## src/rtl/inst_fetch_bridge_pkg.sv

```systemverilog
// -----------------------------------------------------------------------------
// inst_fetch_bridge_pkg
// Shared CPU definitions for the instruction fetch bridge:
//   - fetch_state_e   : FSM state encoding of the fetch bridge
//   - DEF_ADDR_W      : default fetch address width
//   - DEF_DATA_W      : default instruction width
//   - DEF_RESET_ADDR  : reset value of the fetch address register
// -----------------------------------------------------------------------------
package inst_fetch_bridge_pkg;

    localparam int unsigned DEF_ADDR_W     = 32;
    localparam int unsigned DEF_DATA_W     = 32;
    localparam logic [31:0] DEF_RESET_ADDR = 32'hBFC0_0000;

    typedef enum logic [2:0] {
        ST_IDLE    = 3'd0,
        ST_REQ     = 3'd1,
        ST_WAIT    = 3'd2,
        ST_DONE    = 3'd3,
        ST_DISCARD = 3'd4
    } fetch_state_e;

endpackage : inst_fetch_bridge_pkg

```

## src/rtl/inst_fetch_bridge.sv

```systemverilog
// -----------------------------------------------------------------------------
// inst_fetch_bridge
// Instruction-side bus master. Turns the pipeline's fetch request into one
// outstanding SRAM-like transaction (req / addr_ok / data_ok), buffers the
// returned word until ID takes it, and raises fetch_stall to hold the PC.
// A flush cancels the fetch; an in-flight transaction is drained silently so
// a stale instruction never reaches the pipeline.
//
// Optional feature: define INST_ALIGN_CHECK_EN to trap misaligned fetch PCs
// (no bus request, instruction returned as 0 with inst_adel=1).
//
// Ports:
//   clk, rst            clock (rising edge), asynchronous active-low reset
//   if_pc, if_req       fetch address and fetch request from the PC stage
//   if_stall            ID cannot accept an instruction this cycle
//   flush               redirect/exception, kills the current fetch
//   fetch_stall         PC must hold (PC enable = !fetch_stall)
//   inst_valid/_rdata   instruction handed to IF/ID
//   inst_adel           fetch address error flag
//   inst_req/_addr      bus request and address
//   inst_addr_ok        bus accepted the address
//   inst_data_ok        bus returns data on inst_bus_rdata
//   dbg_state           current FSM state, for observation only
//
// Handshake: an address is transferred on a cycle with inst_req & inst_addr_ok;
// inst_req and inst_addr stay constant from the first request cycle until that
// transfer. Exactly one inst_data_ok follows each transferred address.
// -----------------------------------------------------------------------------
module inst_fetch_bridge
    import inst_fetch_bridge_pkg::*;
#(
    parameter int unsigned       ADDR_W     = DEF_ADDR_W,
    parameter int unsigned       DATA_W     = DEF_DATA_W,
    parameter logic [ADDR_W-1:0] RESET_ADDR = DEF_RESET_ADDR
) (
    input  logic              clk,
    input  logic              rst,
    input  logic [ADDR_W-1:0] if_pc,
    input  logic              if_req,
    input  logic              if_stall,
    input  logic              flush,
    output logic              fetch_stall,
    output logic              inst_valid,
    output logic [DATA_W-1:0] inst_rdata,
    output logic              inst_adel,
    output logic              inst_req,
    output logic [ADDR_W-1:0] inst_addr,
    input  logic              inst_addr_ok,
    input  logic              inst_data_ok,
    input  logic [DATA_W-1:0] inst_bus_rdata,
    output fetch_state_e      dbg_state
);

    fetch_state_e      state_q;
    logic [ADDR_W-1:0] addr_q;
    logic [DATA_W-1:0] rdata_q;
    logic              valid_q;
    logic              req_q;
    // Set when a flush hits while the address is still waiting for addr_ok;
    // the transaction it belongs to must be drained, not delivered.
    logic              kill_q;

`ifdef INST_ALIGN_CHECK_EN
    logic              adel_q;
    logic              misaligned;
    assign misaligned = (if_pc[1:0] != 2'b00);
`endif

    always_ff @(posedge clk or negedge rst) begin
        if (!rst) begin
            state_q <= ST_IDLE;
            addr_q  <= RESET_ADDR;
            rdata_q <= '0;
            valid_q <= 1'b0;
            req_q   <= 1'b0;
            kill_q  <= 1'b0;
`ifdef INST_ALIGN_CHECK_EN
            adel_q  <= 1'b0;
`endif
        end else begin
            unique case (state_q)
                ST_IDLE: begin
                    if (if_req && !flush) begin
`ifdef INST_ALIGN_CHECK_EN
                        if (misaligned) begin
                            // Trap without touching the bus.
                            state_q <= ST_DONE;
                            valid_q <= 1'b1;
                            adel_q  <= 1'b1;
                            rdata_q <= '0;
                        end else
`endif
                        begin
                            addr_q  <= if_pc;
                            req_q   <= 1'b1;
                            state_q <= ST_REQ;
                        end
                    end
                end
                ST_REQ: begin
                    // The request cannot be withdrawn, so a flush here only
                    // marks the transaction for draining.
                    if (inst_addr_ok) begin
                        req_q   <= 1'b0;
                        state_q <= (flush || kill_q) ? ST_DISCARD : ST_WAIT;
                    end else if (flush) begin
                        kill_q <= 1'b1;
                    end
                end
                ST_WAIT: begin
                    if (inst_data_ok) begin
                        if (!flush) begin
                            rdata_q <= inst_bus_rdata;
                            valid_q <= 1'b1;
                            state_q <= ST_DONE;
                        end else begin
                            state_q <= ST_IDLE;
                        end
                    end else if (flush) begin
                        state_q <= ST_DISCARD;
                    end
                end
                ST_DISCARD: begin
                    if (inst_data_ok) begin
                        state_q <= ST_IDLE;
                        kill_q  <= 1'b0;
                    end
                end
                ST_DONE: begin
                    if (!if_stall || flush) begin
                        state_q <= ST_IDLE;
                        valid_q <= 1'b0;
`ifdef INST_ALIGN_CHECK_EN
                        adel_q  <= 1'b0;
`endif
                    end
                end
                default: state_q <= ST_IDLE;
            endcase
        end
    end

    assign inst_req    = req_q;
    assign inst_addr   = addr_q;
    assign inst_rdata  = rdata_q;
    // A flush in the handover cycle must not let the instruction through.
    assign inst_valid  = valid_q & ~flush;
    assign fetch_stall = if_req & ~((state_q == ST_DONE) & ~if_stall & ~flush);
    assign dbg_state   = state_q;

`ifdef INST_ALIGN_CHECK_EN
    assign inst_adel = adel_q;
`else
    assign inst_adel = 1'b0;
`endif

`ifndef SYNTHESIS
    // Data may only return for an address the bus has already accepted.
    data_ok_not_in_req: assert property (
        @(posedge clk) disable iff (!rst) !((state_q == ST_REQ) && inst_data_ok)
    );
`endif

endmodule : inst_fetch_bridge

```

## config.mk

```make
export PLATFORM = sky130hd
export DESIGN_NAME = inst_fetch_bridge
export DESIGN_NICKNAME = d
export VERILOG_FILES = /design/src/rtl/inst_fetch_bridge_pkg.sv /design/src/rtl/inst_fetch_bridge.sv
export SDC_FILE = /design/constraint.sdc
export NUM_CORES = 1
export LEC_CHECK = 0
export CELL_PAD_IN_SITES_DETAIL_PLACEMENT = 0
export CELL_PAD_IN_SITES_GLOBAL_PLACEMENT = 2
export CORE_MARGIN = 5
export CORE_UTILIZATION = 23
export DETAILED_ROUTE_END_ITERATION = 10
export HOLD_SLACK_MARGIN = 0.1
export PLACE_DENSITY = 0.81
export SYNTH_ARGS = -nofsm -noshare
export SYNTH_HDL_FRONTEND = slang
export SYNTH_SLANG_ARGS = --single-unit
```

## constraint.sdc

```tcl
create_clock -name clk -period 1.55 [get_ports clk]
set_input_delay 0.465 -clock clk [delete_from_list [all_inputs] [get_ports clk]]
set_output_delay 0.465 -clock clk [all_outputs]
set_load 0.01 [all_outputs]
```

==> results_dict.tcl <==
set metrics [dict create \
    status "finished with violations" \
    violations "setup timing" \
    crit_path_start_kind "flop" \
    rows 40 \
    setup.worst_path.end_class "flop" \
    rsz0062_at_grt "yes" \
    fmax_mhz 618.5 \
    synth_edf_count 0 \
    portBuffers 140 \
    yosys_register_bits 70 \
    vias 2197 \
    ys_seq_area_frac 0.6243 \
    hold_viol_final 0 \
    hp-class "in -> async" \
    nFillCells 1118 \
    yosysWarnings 0 \
    grt_overflow 0 \
    netlist_instances 189 \
    die-height_um 120.8 \
    pre_cts_ws_ns -0.7838 \
    drt_first_iter_violations 62 \
    synth_ff_type "dfrtp_1" \
    netlist_area_um2 2824 \
    cts_sinks 70 \
    postRouteAntennaNets 0 \
    cts_buffers 9 \
    worstPathRequired_ns 1.76 \
    start_util 0.2351 \
    fin_crit_ns 1.617 \
    yosysUniqueCellTypes 29 \
    pin_count 142 \
    maxCapViolations 0 \
    drive_gt1_frac 0.3016 \
    cts_buffer_depth 2 \
    first_global_vias 2423 \
    rr_startpoint "dbg_state[2]$_DFFE_PN0P_" \
    powerDensity_nw_per_um2 1926 \
    r2r_cells 6 \
    grt_max_degree 42 \
    multi_input_area_um2 1154 \
    drc 0 \
    num_antenna_cells 0 \
    via_per_inst 4.266 \
    seq_area_um2 1763 \
    synth_top_area_share 0.5405 \
    root_buffer "clkbuf_16" \
    htree_levels 3 \
    postCtsHoldBufs 0 \
    die-area_um2 14590 \
    cts_tree "yes" \
    routed_wl_mm 8.452 \
    r2r_end "inst_rdata[19]$_DFFE_PN0P_" \
    wl_per_cell_um 16.41 \
    fin_area_um2 5129 \
    area_growth_pct 81.61 \
    first_pass_iters 4 \
    r2r_setup_slack_ns -0.07 \
    ir_drop_mv 0.6009 \
    hpwl_mm 5.553 \
    grt_pass1_wl_mm 13.07 \
    place_congestion 0.7500 \
    timing_worst_setup_path_type "reg -> reg" \
    skew_ns 0.009208 \
    leakage_nw 2.375 \
    crit_fanout 8 \
    groute.usage.overall 0.1171 \
    yosys.area.top_type "dfrtp_1" \
    setup_viol 36 \
    postLayoutSetupSlackWorst_ns -0.06688 \
    async_reset_ff_frac 1.000 \
    core_area_um2 12010 \
    arrival_ns 1.83 \
    synth_area_leaders "dfrtp_1 (54%), mux2_1 (26%), dfstp_2 (8.4%), nor2_1 (1.2%), buf_6 (1.2%)" \
    maxSlewViolCount 0 \
    fin_crit_sh 1.043 \
    die_w_um 120.8 \
    nets 434 \
    grt_antenna_before_repair 0 \
    clk_pin_slew_ns 0.06 \
    placed_area_um2 4563 \
    insertion_delay_ns 0.33 \
    synthesis.nets 260 \
    postSynthAreaPerCell_um2 14.94 \
]
==> synthesized netlist by cell type (2+ instances only) <==
cell	count
buf_2	5
buf_4	2
buf_6	3
dfrtp_1	61
dfstp_2	9
inv_1	3
mux2_1	66
nand2_1	3
nand2b_1	2
nand3_1	2
nor2_1	9
nor2b_1	4
nor3b_1	2
o21ai_0	2
o21ai_1	2
==> layout by cell type, fill, tap and decap left out, types with 2 or more instances in the layout <==
cell and instances:
buf_12 3, buf_16 3, buf_2 16, buf_4 18
buf_6 7, bufinv_16 4, clkbuf_16 11, clkdlybuf4s50_1 65
dfrtp_1 61, dfstp_2 9, dlygate4sd2_1 59, inv_1 3
mux2_1 38, mux2_4 28, nand2_1 3, nand2b_4 2
nor2_1 7, nor2_4 2, nor2b_1 4, nor3b_1 2
o21ai_0 2, o21ai_1 2
==> timing repair <==
| item | in CTS | in global routing |
|---|---|---|
| endpoints found under the setup margin | 138 | 64 |
| pin swaps | 3 | 4 |
| setup buffers | 12 | 0 |
| gates cloned | 4 | 2 |
| resized for setup | 146 | 10 |
==> critical path: stages (launching register included) <==
cell and delay [ns]:
dfrtp_1 0.39, buf_6 0.13, nand2b_4 0.14, nor3_4 0.21, buf_6 0.16, buf_12 0.14, mux2_4 0.30
==> stage by stage <==
stage	utilization	hold slack [ns]	std cells	total power [W]	setup TNS, ns
floorplan	-	0.1694	189	0.004989	-2.130
global placement	0.3799	0.4653	483	0.007424	-36.34
detailed placement	0.3799	0.4703	483	0.007511	-37.83
CTS	0.4214	0.1180	515	0.009832	-0.9355
global route	0.4270	0.1359	515	0.01044	-4.142
finish	0.4270	0.1210	515	0.009879	-1.926
==> area by class of cell <==
type	instances	share of cell area
flip-flops and latches	70	0.3437
repair buffers	173	0.3225
multi-input cells	106	0.2249
clock buffers	10	0.04465
well taps	147	0.03586
clock inverters	6	0.02610
inverters	3	0.002196
==> registers in the layout, summed over array words and instances, names as in the netlist <==
| signal | count |
|---|---|
| inst_rdata | 32 |
| valid_q | 1 |
| dbg_state | 3 |
| inst_addr | 32 |
| kill_q | 1 |
| inst_req | 1 |
==> worst max-delay path by stage <==
| stage | from | endpoint | slack, ns |
|---|---|---|---|
| CTS | dbg_state[2]$_DFFE_PN0P_ | inst_rdata[19]$_DFFE_PN0P_ | -0.09 |
| detailed placement | if_stall | fetch_stall | -0.78 |
| floorplan | flush | inst_rdata[0]$_DFFE_PN0P_ | -0.08 |
| global placement | if_stall | fetch_stall | -0.75 |
| global route | dbg_state[2]$_DFFE_PN0P_ | inst_rdata[7]$_DFFE_PN0P_ | -0.14 |
| finish | dbg_state[2]$_DFFE_PN0P_ | inst_rdata[19]$_DFFE_PN0P_ | -0.07 |
==> cells by family (layout without fill, tap and decap cells) <==
group,count (synthesis),in the layout,share of synthesized area
multiplexers,66,66,0.2632
other,1,1,0.001328
AO/OA/AOI/OAI,13,13,0.03102
flip-flops,70,70,0.6243
buffers and inverters,13,192,0.03012
AND/OR/NAND/NOR,26,26,0.05006
==> where the power goes <==
part	leakage [nW]	total, W	internal, W	switching [W]
clock	0.177	0.00251	0.00173	0.000772
sequential	0.839	0.00327	0.00280	0.000462
combinational	1.36	0.00411	0.00238	0.00173
total	2.37	0.00988	0.00692	0.00296
==> routing by layer <==
metal,global-route usage,vias to the layer above,routed length [um]
li1,-,1014,-
met1,0.1366,1071,3554
met2,0.1844,102,3904
met3,0.04911,10,849
met4,0.05949,0,144
met5,0,-,0
Note: power is estimated with default switching activity, not from simulation.
